===== src/rtl/chunked_adder_seq.sv =====
// Multi-cycle adder/subtractor: a WIDTH-bit operation is resolved CHUNK bits per
// clock through one ripple slice, with the inter-chunk carry held in a flop.
module chunked_adder_seq #(
    parameter int WIDTH = 16,
    parameter int CHUNK = 4
) (
    input  logic             clk,
    input  logic             rst_n,
    input  logic             in_valid,
    output logic             in_ready,
    input  logic [WIDTH-1:0] A,
    input  logic [WIDTH-1:0] B,
    input  logic             cin,
    input  logic             sub,
    output logic             out_valid,
    input  logic             out_ready,
    output logic [WIDTH-1:0] Sum,
    output logic             cout,
    output logic             ovf,
    output logic [1:0]       state_o
);

    localparam int NCHUNK = WIDTH / CHUNK;
    localparam int IDXW   = (NCHUNK > 1) ? $clog2(NCHUNK) : 1;
    localparam logic [IDXW-1:0]  LAST_IDX   = IDXW'(NCHUNK - 1);
    localparam logic [WIDTH-1:0] CHUNK_MASK = WIDTH'({CHUNK{1'b1}});

    generate
        if (CHUNK < 1 || CHUNK > WIDTH || (WIDTH % CHUNK) != 0) begin : g_bad_param
            $error("chunked_adder_seq: WIDTH must be a positive multiple of CHUNK");
        end
    endgenerate

    // Handshake semantics: an operand transfer happens on an edge where
    // in_valid && in_ready; a result transfer on an edge where
    // out_valid && out_ready. Both ready/valid outputs are registered.
    typedef enum logic [1:0] {
        IDLE = 2'd0,
        RUN  = 2'd1,
        DONE = 2'd2
    } state_t;

    state_t           state_q;
    logic [WIDTH-1:0] a_q, b_q, sum_q;
    logic [IDXW-1:0]  idx_q;
    logic             carry_q, cout_q, ovf_q, in_ready_q, out_valid_q;

    logic [31:0]      chunk_base;
    logic [WIDTH-1:0] a_shift, b_shift, sum_d;
    logic [CHUNK-1:0] a_chunk, b_chunk;
    logic [CHUNK:0]   slice_d;
    logic             carry_msb_in;

    always_comb begin
        chunk_base   = 32'(idx_q) * CHUNK;
        a_shift      = a_q >> chunk_base;
        b_shift      = b_q >> chunk_base;
        a_chunk      = a_shift[CHUNK-1:0];
        b_chunk      = b_shift[CHUNK-1:0];
        slice_d      = {1'b0, a_chunk} + {1'b0, b_chunk} + {{CHUNK{1'b0}}, carry_q};
        // Sum bit = a ^ b ^ carry_in, so the carry into the top bit falls out.
        carry_msb_in = a_chunk[CHUNK-1] ^ b_chunk[CHUNK-1] ^ slice_d[CHUNK-1];
        sum_d        = (sum_q & ~(CHUNK_MASK << chunk_base))
                     | (WIDTH'(slice_d[CHUNK-1:0]) << chunk_base);
    end

    always_ff @(posedge clk) begin
        if (!rst_n) begin
            state_q     <= IDLE;
            a_q         <= '0;
            b_q         <= '0;
            sum_q       <= '0;
            idx_q       <= '0;
            carry_q     <= 1'b0;
            cout_q      <= 1'b0;
            ovf_q       <= 1'b0;
            in_ready_q  <= 1'b1;
            out_valid_q <= 1'b0;
        end else begin
            case (state_q)
                IDLE: begin
                    if (in_valid) begin
                        // Subtraction is A + ~B + ~cin, so invert both at capture.
                        a_q        <= A;
                        b_q        <= sub ? ~B : B;
                        carry_q    <= cin ^ sub;
                        idx_q      <= '0;
                        in_ready_q <= 1'b0;
                        state_q    <= RUN;
                    end
                end
                RUN: begin
                    sum_q   <= sum_d;
                    carry_q <= slice_d[CHUNK];
                    idx_q   <= idx_q + IDXW'(1);
                    if (idx_q == LAST_IDX) begin
                        cout_q      <= slice_d[CHUNK];
                        ovf_q       <= carry_msb_in ^ slice_d[CHUNK];
                        out_valid_q <= 1'b1;
                        state_q     <= DONE;
                    end
                end
                DONE: begin
                    if (out_ready) begin
                        out_valid_q <= 1'b0;
                        in_ready_q  <= 1'b1;
                        state_q     <= IDLE;
                    end
                end
                default: begin
                    out_valid_q <= 1'b0;
                    in_ready_q  <= 1'b1;
                    state_q     <= IDLE;
                end
            endcase
        end
    end

    assign in_ready  = in_ready_q;
    assign out_valid = out_valid_q;
    assign Sum       = sum_q;
    assign cout      = cout_q;
    assign ovf       = ovf_q;
    assign state_o   = state_q;

endmodule


===== config.mk =====
export PLATFORM = sky130hd
export DESIGN_NAME = chunked_adder_seq
export DESIGN_NICKNAME = d
export VERILOG_FILES = /design/src/rtl/chunked_adder_seq.sv
export SDC_FILE = /design/constraint.sdc
export NUM_CORES = 1
export LEC_CHECK = 0
export CORE_MARGIN = 2
export CORE_UTILIZATION = 25
export DETAILED_ROUTE_END_ITERATION = 6
export GPL_TIMING_DRIVEN = 0
export PLACE_DENSITY = 0.5
export SYNTH_ARGS = -nofsm -noshare
export SYNTH_HDL_FRONTEND = slang
export SYNTH_SLANG_ARGS = --single-unit
export TNS_END_PERCENT = 1

===== constraint.sdc =====
create_clock -name clk -period 3.6 [get_ports clk]
set_clock_uncertainty 0.15 [all_clocks]
set_input_delay 0.9 -clock clk [delete_from_list [all_inputs] [get_ports clk]]
set_output_delay 0.9 -clock clk [all_outputs]
set_load 0.02 [all_outputs]

== Word-level counts from Yosys, hierarchy flattened ==
Index checks and enable logic that the tools add are counted.
Word-level totals
  flip-flop bits (word level): 57
  bits in latches: 0
  bits in writable memories: 0
  ROM bits: 0
  input bits: 38
  output and inout port bits: 22
  memories kept: 0
Operators by class
  add/sub/neg operators: 3
  multiply operators: 0
  div/mod/pow operators: 0
  magnitude comparators: 0
  equal/unequal tests: 6
  shifts and indexed selects: 4
  multiplexer cells: 15
  bitwise gates (word level): 10
  reductions and logical operators: 8
Operator list (number)
  $not A16 Y16: 2
  $shr A16 B4 Y4: 2
  $and A16 B16 Y16: 1
  $mux W16: 1
  $or A16 B16 Y16: 1
  $shl A4 B4 Y16: 1
  $shl A4 B4 Y16 const A: 1
  $reduce_and A3 Y1: 3
  $mux W2: 4
  $ne A2 B2 Y1 const B: 3
  $pmux W1 S3: 2
  $pmux W2 S3: 1
  $reduce_and A2 Y1: 3
  $add A4 B4 Y5: 1
  $add A5 B1 Y5: 1
  $mux W1: 5
  $eq A2 B2 Y1 const B: 2
  $pmux W2 S2: 1
  $xor A1 B1 Y1: 4
  $add A2 B1 Y2 const B: 1
  $eq A2 B1 Y1 const B: 1
  $logic_not A2 Y1: 1
  $not A1 Y1: 2
  $pmux W1 S2: 1
  $reduce_bool A2 Y1: 1

== Longest topological paths before layout ==
  depth in word-level cells: 5
  depth in mapped cells: 8

== Worst setup path before layout ==
No wires, ideal clock.
  kind: flip-flop to flip-flop
  from: reg idx_q[0]
  to: reg carry_q
  setup time: 115 ps
  data arrival time: 2706 ps
  required time: 3335 ps
  setup slack: 629 ps
  stages on the path, launching flop included: 9
  buffers on the path: 1
  period minus slack after synthesis: 2971 ps
  cells stage by stage: dfxtp_1 > buf_4 > mux4_2 > fa_1 > fa_1 > a21o_1 > a21oi_1 > o221ai_1 > and2_1
On the way
  longest elaborated chain between the ends: 4
  elaborated cells between the ends (all ways): 5
RTL lines
  start, declared: RTL line 45  | logic [IDXW-1:0] idx_q;
  start signal, assigned: RTL line 95  | idx_q <= idx_q + IDXW'(1);
  $shr A16 B4 Y4 (on tied branches): RTL line 56, 57
  $add A4 B4 Y5 *: RTL line 60  | slice_d = {1'b0, a_chunk} + {1'b0, b_chunk} + {{CHUNK{1'b0}}, carry_q};
  $add A5 B1 Y5 *: RTL line 60
  $pmux W1 S2 *: RTL line 80  | case (state_q)
  end signal, assigned: RTL line 86  | carry_q <= cin ^ sub;
  end signal, assigned: RTL line 94  | carry_q <= slice_d[CHUNK];
  end, declared: RTL line 46  | logic carry_q, cout_q, ovf_q, in_ready_q, out_valid_q;
Mark *: on every way between the ends. The rest lies on a longest branch, timed or not.
A chain may end at the register's enable or synchronous reset.

== Worst setup path in the final report ==
Ends and elaborated chain as after synthesis.

==> metrics.txt <==
status complete, no violations; Synth area leaders dfxtp_1 42%, nand2_1 8.4%, mux4_2 6.6%, o211a_1 6.2%, xnor2_1 5.5%; area of the mapped netlist 2730 µm²; final cell count without fillers 490; sequential fraction of the synthesis area between 40% and 50%; number of standard cells after synthesis 278; Rows 38; library cells used by synthesis 37; initial antenna violation count 0; prevailing post-synth register cell dfxtp_1; diode count 0; Inst Count DP 475; Detailed Route WL roughly 7 mm; vias in the first global route 2278; area leader, netlist dfxtp_1; Clock Latency Late Sink 330 ps; crit-path max cell delay between 500 and 600 ps; # IOs 60; clock share of power 41.8%; Post-CTS Hold Buffers 0; endpoints failing hold 0; DR vias 2158; gpl congestion between 0.8 and 0.9; dpl hpwl 5.16 mm; Post-synth EDFFs 0; starting density of the core 25.4%; Peak VDD IR 0.129 mV; Fmax 307 MHz; number of synthesized register bits 57; FILL cells 1154; Pint 1240 µW; Hold Path Cell Cnt 2; count leader, synth nand2_1; Slew Limit Fails 0; CP Cell Sequence buf_4 > mux4_2 > fa_1 > fa_1 > a21o_1 > a21oi_1 > o221ai_1 > and2_1; delay-heaviest family, CP adder cells; I/O Buffers 57; drc violations 0; peak fanout along the critical path 10; H-tree Lvls 3; Vias per Instance 4.40; combinational share of power 16.2%; core area 10700 µm²; PostCTS Resize Cnt 0; WP buf/inv 1; # nets final around 400; slowest CP cell mux4_2; Net Sw Power 388 µW; FFs w/ async S/R, synth 0%; Die Span Y 109 µm; minimum clock period 3260 ps; final setup violation count 0; LEAKAGE 0.00150 µW; Crit. End Element flip-flop; most frequent cells after synthesis 61 x nand2_1, 57 x dfxtp_1, 17 x a21boi_0, 17 x o211a_1, 17 x xnor2_1; Inserted Clock Buffers 9; proportion of layout cells with a drive suffix above 1 12.3%; Area Growth Syn to Fin 35.7%; first-pass GRT wire length 11.1 mm; area of the multi-input gates roughly 1500 µm²; Syn Nets 325; Most common cell on crit path fa_1; Power Dens Cells between 400 and 500 nW/µm²; Final period util 90.6%; setup_tns 0 ps; clk buf depth 2; number of DRC markers in iteration 0 95; synth warn 0; Root Buffer clkbuf_8; Worst-path clk slew about 60 ps; Seq pwr share 42.1%; Antenna Nets Post-Route 0; Crit Path Category flip-flop to flip-flop; total of max-cap violations 0; CP Depth 8; RSZ-0062 raised after global routing no; GRT Util Overall 12.6%; Pwr Total 1630 µW; arrival time at the worst endpoint 3340 ps; CP Launch Type flip-flop; grt ovf 0; Worst slew margin between 60% and 70%; TritonRoute pass-1 iters 6; largest net degree at the start of global routing 11; Die Wd 109 µm; register area 1140 µm²; Sw Ratio around a quarter; worst r2r path cells 8; worst-margin pin slew 555 ps; Setup Buffers After CTS 0; Min-Delay Path Class flip-flop to flip-flop; clock sink total between 50 and 60; Yosys top cell area share 41.8%; WL per Instance 13.9 µm; die area 11800 µm²; CTS tree built; critical path required time 3670 ps; Avg Cell Area, Syn a little under 10 µm²
[cells in the final DEF (no fill, tap or decap), types with 2 or more instances in the layout]
| cell type | Yosys | routed |
|---|---|---|
| ha_1 | 7 | 7 |
| nand2_1 | 61 | 61 |
| clkbuf_8 | 0 | 12 |
| mux4_2 | 8 | 8 |
| clkdlybuf4s50_1 | 0 | 57 |
| xor2_1 | 3 | 3 |
| clkbuf_1 | 7 | 8 |
| o21ai_0 | 4 | 4 |
| a21o_1 | 2 | 2 |
| o211a_1 | 17 | 17 |
| o21ai_1 | 2 | 2 |
| fa_1 | 2 | 2 |
| inv_1 | 2 | 2 |
| xnor2_1 | 17 | 17 |
| buf_6 | 3 | 3 |
| bufinv_16 | 0 | 2 |
| a22oi_1 | 13 | 13 |
| dfxtp_1 | 57 | 57 |
| buf_2 | 4 | 4 |
| a21boi_0 | 17 | 17 |
| nor3_2 | 4 | 4 |
| nor2_1 | 5 | 5 |
| a21oi_1 | 5 | 5 |
| nand3_1 | 4 | 4 |
| nor2b_1 | 15 | 15 |
| buf_4 | 5 | 5 |
[worst reg2reg max path, stage by stage (launching register included)]
cell      delay [ps]
dfxtp_1          470
buf_4            290
mux4_2           570
fa_1             450
fa_1             420
a21o_1           180
a21oi_1          300
o221ai_1         170
and2_1           170
[state kept, by name, summed over array words and instances (netlist names)]
signal     cells
b_q           16
cout           1
state_o        2
a_q           16
in_ready       1
ovf            1
idx_q          2
carry_q        1
out_valid      1
Sum           16
[worst paths after layout]
path / to / from / slack (ps)
hold / removal: a_q[5] / a_q[5] / 310
hold reg to reg: a_q[5] / a_q[5] / 310
setup reg to reg: carry_q / idx_q[0] / 340
setup / recovery: carry_q / idx_q[0] / 340
[power by group through the flow]
stage / clock network (µW) / registers (µW) / logic (µW)
2_1_floorplan: 0 / 703 / 153
3_3_place_gp: 0 / 699 / 263
3_5_place_dp: 0 / 700 / 266
4_1_cts: 705 / 686 / 267
5_1_grt: 731 / 689 / 291
6_report: 681 / 686 / 263
[area by class of cell]
type | count | share of cell area, %
timing repair buffer | 57 | 15.4
inverter | 3 | 0.304
clock buffer | 13 | 4.56
buffer | 20 | 3.31
sequential | 57 | 30.8
multi-input combinational | 198 | 39.3
clock inverter | 2 | 1.62
tap | 140 | 4.73
[routing by layer]
layer	vias to the layer above	GRT usage (%)	part of all wire (%)
li1	1092	-	-
met1	1023	15.2	47
met2	39	21.5	49
met3	4	3.01	3.5
met4	0	4.95	0.85
met5	-	0	0
[stage by stage]
| stage | hold slack, ps | cell area (µm²) | utilization [%] | setup WS, ps |
|---|---|---|---|---|
| global placement | 301 | 3480 | 32.3 | 341 |
| floorplan | 282 | 2730 | - | 629 |
| global route | 331 | 3700 | 34.5 | 203 |
| detailed placement | 298 | 3480 | 32.3 | 352 |
| finish | 314 | 3700 | 34.5 | 338 |
| CTS | 312 | 3700 | 34.5 | 332 |
[kinds of logic (layout without fill, tap and decap cells)]
| logic type | Yosys count | count (layout) | share of synthesized area (%) |
|---|---|---|---|
| AND/OR/NAND/NOR | 96 | 96 | 17.1 |
| AO/OA/AOI/OAI | 64 | 64 | 18.1 |
| flip-flops | 57 | 57 | 41.8 |
| buffers and inverters | 23 | 95 | 4.90 |
| XOR/XNOR | 20 | 20 | 6.42 |
| adder cells (fa/ha/maj) | 9 | 9 | 4.67 |
| multiplexers | 9 | 9 | 6.97 |
No activity file was read; power rests on OpenSTA's default activity.
==> variant 1, RTL diff (same flow settings) <==
Change the parameter `CHUNK` from 4 to 8.
--- a/src/rtl/chunked_adder_seq.sv
+++ b/src/rtl/chunked_adder_seq.sv
@@ -4,3 +4,3 @@
     parameter int WIDTH = 16,
-    parameter int CHUNK = 4
+    parameter int CHUNK = 8
 ) (
Function: changed (Yosys sat finds a counterexample within 4 cycles, from zero or initial values and one cycle with rst_n low).
==> variant 1 against the unedited design <==
Highest routed layer unchanged; via count up 3.8%; setup slack worse by 0.062 ns; final area down 3.0%; routed wire length up 0.95%; first-iteration DRC count up 16%; total power down 15%; synthesized area up 0.82%; non-clock buffer count down 1; sequential cell count down 1.
==> variant 1: results (changes against the unedited design) <==
run_status:
  outcome: "completed"
worst_setup_path:
  slowest_delay_ns: 0.46  # -0.10 ns
  startpoint: "idx_q"
  cp_top_family: "buffers and inverters"
  reg2reg_depth: 10  # +2
  arrival_ns: 3.36  # +0.02 ns
  cp_slowest_cell: "clkbuf_1"
  r2r_slack_ns: 0.28  # -0.06 ns
timing:
  slew_headroom_pct: 60.8  # -2.1 points
global_route:
  antenna_found_initial: 0  # unchanged
  grt_max_degree: 17  # +6
  use_met3_pct: 2.75  # -0.26 points
  grt_use_total_pct: 12.4  # -0.19 points
  grt_util_met2_pct: 20.9  # -0.58 points
  grt_pass1_wl_um: 11200  # +0.19%
  grt_pass1_vias: 2185  # -4.1%
  grt_use_met1_pct: 16.0  # +0.81 points
logic_synthesis:
  yosys.area_share.adder_pct: 4.64  # -0.038 points
  synth_cell_type_count: 35  # -5.4%
  synth_nets: 345  # +6.2%
  synth-xor-area-share_pct: 7.64  # +1.2 points
  synth-compound-area-share_pct: 20.5  # +2.4 points
  synthMuxAreaShare_pct: 8.32  # +1.4 points
  synth_seq_area_share_pct: 40.7  # -1.1 points
  synth_area_leaders: "dfxtp_1 (41%), nand2_1 (9.1%), o211a_1 (6.9%)"
  ys_top_cells_by_count: "nand2_1 (67), dfxtp_1 (56), a21boi_1 (19), o211a_1 (19), xnor2_1 (19)"
worst_hold_path:
  holdCritStartpoint: "a_q[3]"
  min_path_type: "reg2reg"
  min_to: "a_q[3]"
cts:
  cts_buffers: 5  # -4
  h-tree-depth: 2  # -1
  clock_latency_ns: 0.30  # -0.03 ns
  clk_pin_slew_ns: 0.10  # +0.04 ns
drt:
  first_iter_violations: 110  # +16%
  routed_wl_um: 6880  # +0.95%
  firstDrtPassIters: 4  # -2
  vias_per_cell: 4.46  # +1.2%
place:
  dp_hpwl_um: 5430  # +5.3%
  gp_congestion: 0.852  # +6.2%
power_and_ir_drop:
  leakage_nw: 1.51  # +0.67%
  ir_worst_vdd_uv: 154  # +19%
layout:
  fill_cells: 1160  # +0.52%
  drive_gt1_share_pct: 10.2  # -2.1 points
  nets: 409  # +4.1%
-- variant 1: worst max-delay path by stage --
stage | end | slack, ns | depth (start not counted)
2_1_floorplan | ovf | 0.80 | 9
3_3_place_gp | register | 0.30 | 10
3_5_place_dp | register | 0.27 | 10
4_1_cts | register | 0.25 | 10
5_1_grt | register | 0.03 | 10
6_report | register | 0.28 | 10
-- variant 1: kinds of logic (layout without fill, tap and decap cells) --
group           after synthesis  in the layout
buf+inv                      25             90
fa+ha+maj                     9              9
compound gates               71             71
xor+xnor                     24             24
simple gates                 92             92
flops                        56             56
mux                          21             21
-- variant 1: layout make-up --
cell class / instances / share of cell area [%]
Multi-Input combinational cell: 217 / 42.5
Sequential cell: 56 / 31.2
Timing Repair Buffer: 57 / 15.9
Tap cell: 140 / 4.88
Clock buffer: 7 / 2.40
Buffer: 19 / 2.30
Inverter: 6 / 0.627
Clock inverter: 1 / 0.209
-- variant 1: where the power goes --
group	total, mW	switching [mW]	internal [mW]
Clock	0.358	0.201	0.157
Combinational	0.342	0.177	0.165
Sequential	0.688	0.0240	0.664
-- variant 1: per-stage QoR --
step / hold slack (ns) / instances / area [um^2] / utilization (%) / setup WS [ns]
floorplan: 0.282 / 298 / 2750 / - / 0.802
global placement: 0.289 / 495 / 3500 / 32.4 / 0.303
detailed placement: 0.296 / 495 / 3500 / 32.4 / 0.270
CTS: 0.311 / 503 / 3590 / 33.3 / 0.245
global route: 0.328 / 503 / 3590 / 33.3 / 0.0311
finish: 0.306 / 503 / 3590 / 33.3 / 0.277
-- variant 1: worst reg2reg max path, cell delays in order, from the launching register on --
cell and delay, ns:
dfxtp_1 0.34, clkbuf_1 0.46, buf_2 0.39, mux2i_1 0.43, inv_1 0.08, ha_1 0.32
a211oi_1 0.32, o21bai_1 0.12, a21oi_1 0.18, xor2_1 0.28, o22ai_1 0.14
-- variant 1: layer usage --
metal  vias to the layer above  wire length, um
met3                         4              293
li1                       1141                -
met4                         0               59
met5                         -                0
met1                      1049             3320
met2                        47             3210
==> variant 2, RTL diff (same settings) <==
Made on the original files. Reset style: asynchronous (`rst_n`), changed in one clocked block.
--- a/src/rtl/chunked_adder_seq.sv
+++ b/src/rtl/chunked_adder_seq.sv
@@ -66,3 +66,3 @@
 
-    always_ff @(posedge clk) begin
+    always_ff @(posedge clk or negedge rst_n) begin
         if (!rst_n) begin
Behaviour: differs if rst_n is asserted again (counterexample within 4 cycles, from zero or initial values and one cycle with rst_n low); with rst_n held inactive, the same outputs for 10 cycles.
==> variant 2 against the unedited design <==
Count of clock-buffer cells in the layout fell by 2; via count fell by 9.3%; final area fell by 1.9%; non-clock buffer count fell by 7; synthesized area fell by 3.3%; hold slack improved by 0.0082 ns; sequential cell count did not move; sequential share of layout area rose by 8.5 points; fmax rose by 1.5%; routed wire length fell by 5.2%; setup slack improved by 0.048 ns; critical endpoint is now ovf.
Power is not compared: it rests on default switching activity, and its combinational part moved more than twofold at a synthesized area within 25%.
==> variant 2: results (changes against the unedited design) <==
run_status:
  outcome: "completed"
power_and_ir_drop:
  p_seq_mw: 1.15
  p_sw_mw: 1.53
  comb-power_mw: 1.97
  sw_frac_of_total_pct: 40.2
  leakage_nw: 1.59
  ir_worst_vdd_uv: 329
layout:
  seq_area_share_pct: 39.3  # +8.5 points
  buf_share_pct: 18.0  # -0.70 points
  drive_gt1_share_pct: 12.7  # +0.37 points
  clk_share_pct: 6.30  # +0.12 points
  multi_input_area_um2: 1140  # -22%
  nets: 358  # -8.9%
  fill_cells: 1075  # -6.8%
  n_all_inverters: 3  # unchanged
  num_antenna_cells: 0  # unchanged
  multi_input_comb_cells: 170  # -14%
  nClkBuffers: 11  # -2
  nNonClkBuffers: 70  # -9.1%
global_route:
  grt_pass1_vias: 2018  # -11%
  grt_max_degree: 41  # +30
  grt_pass1_wl_um: 10500  # -5.8%
  grt_use_total_pct: 12.3  # -0.30 points
  antenna_found_initial: 0  # unchanged
  overflow: 0  # unchanged
logic_synthesis:
  synth_area_leaders: "dfrtp_1 (53%), nand2_1 (8.4%), mux4_2 (6.8%)"
  async_flop_share_pct: 100  # +100 points
  synth_seq_area_share_pct: 54.1  # +12 points
  synth_nets: 288  # -11%
  synth_cell_type_count: 27  # -27%
  yosysWarnings: 0  # unchanged
  ys_top_cells_by_count: "nand2_1 (59), dfrtp_1 (56), a21oi_1 (19), nor2_1 (19), xnor2_1 (18)"
  ys_ff_latch: 57  # unchanged
place:
  gp_congestion: 0.737  # -8.1%
  dp_hpwl_um: 4650  # -9.9%
  io_buffers: 58  # +1.8%
drt:
  first_iter_violations: 54  # -43%
  wl_per_cell_um: 14.3  # +2.8%
  vias_per_cell: 4.33  # -1.7%
  firstDrtPassIters: 4  # -2
cts:
  post_cts_buffers: 0  # unchanged
  cts_buffers: 9  # unchanged
  cts_resized: 0  # unchanged
  clock_latency_ns: 0.34
  root_buffer: "clkbuf_8"
  h-tree-depth: 3  # unchanged
  clockBufferDepth: 2  # unchanged
  clk_pin_slew_ns: 0.07
worst_hold_path:
  min_path_type: "reg2reg"
timing:
  worst_slew_pin_slew_ns: 0.651  # +0.0959 ns
  slew_viol_final: 0  # unchanged
worst_setup_path:
  critical_path.max_fanout: 10  # unchanged
  arrival_ns: 3.28  # -0.06 ns
==> variant 2: per-layer routing <==
layer	routed length [um]	track usage, %	vias to the layer above
met2	2900	18.9	51
met5	0	0	-
li1	-	-	960
met4	82	3.62	0
met1	3170	16.9	935
met3	307	3.47	11
==> variant 2: critical path: stages, from the launching register on <==
cell	delay, ns
dfrtp_1	0.53
buf_4	0.29
mux4_2	0.56
fa_1	0.44
fa_1	0.42
a21o_1	0.18
a21oi_1	0.29
xnor2_1	0.16
o21ai_0	0.08
==> variant 2: through the flow <==
stage / hold slack [ns] / TNS (ns) / area [um^2] / setup slack, ns / instances
after floorplan: 0.290 / 0 / 2640 / 0.725 / 241
after global placement: 0.305 / -19.17 / 3390 / -0.345 / 435
after detailed placement: 0.307 / 0 / 3400 / 0.364 / 436
after CTS: 0.322 / 0 / 3630 / 0.345 / 452
after global routing: 0.350 / 0 / 3630 / 0.254 / 452
final: 0.322 / 0 / 3630 / 0.387 / 452
==> variant 2: kinds of logic after synthesis <==
family	synth area share (%)
AO/OA/AOI/OAI	11.9
adder cells (fa/ha/maj)	4.84
multiplexers	6.83
buffers and inverters	2.66
XOR/XNOR	6.64
flip-flops	54.1
AND/OR/NAND/NOR	13.1
==> variant 2: final timing paths <==
kind / depth (start not counted) / slack, ns / start / end
max in group asynchronous: 2 / 2.35 / rst_n / in_ready
worst max register to register: 8 / 0.39 / idx_q[0] / ovf
worst min-delay path: 2 / 0.32 / a_q[0] / a_q[0]
min in group asynchronous: 1 / 0.35 / rst_n / a_q[4]
worst max-delay path: 8 / 0.39 / idx_q[0] / ovf
worst min register to register: 2 / 0.32 / a_q[0] / a_q[0]
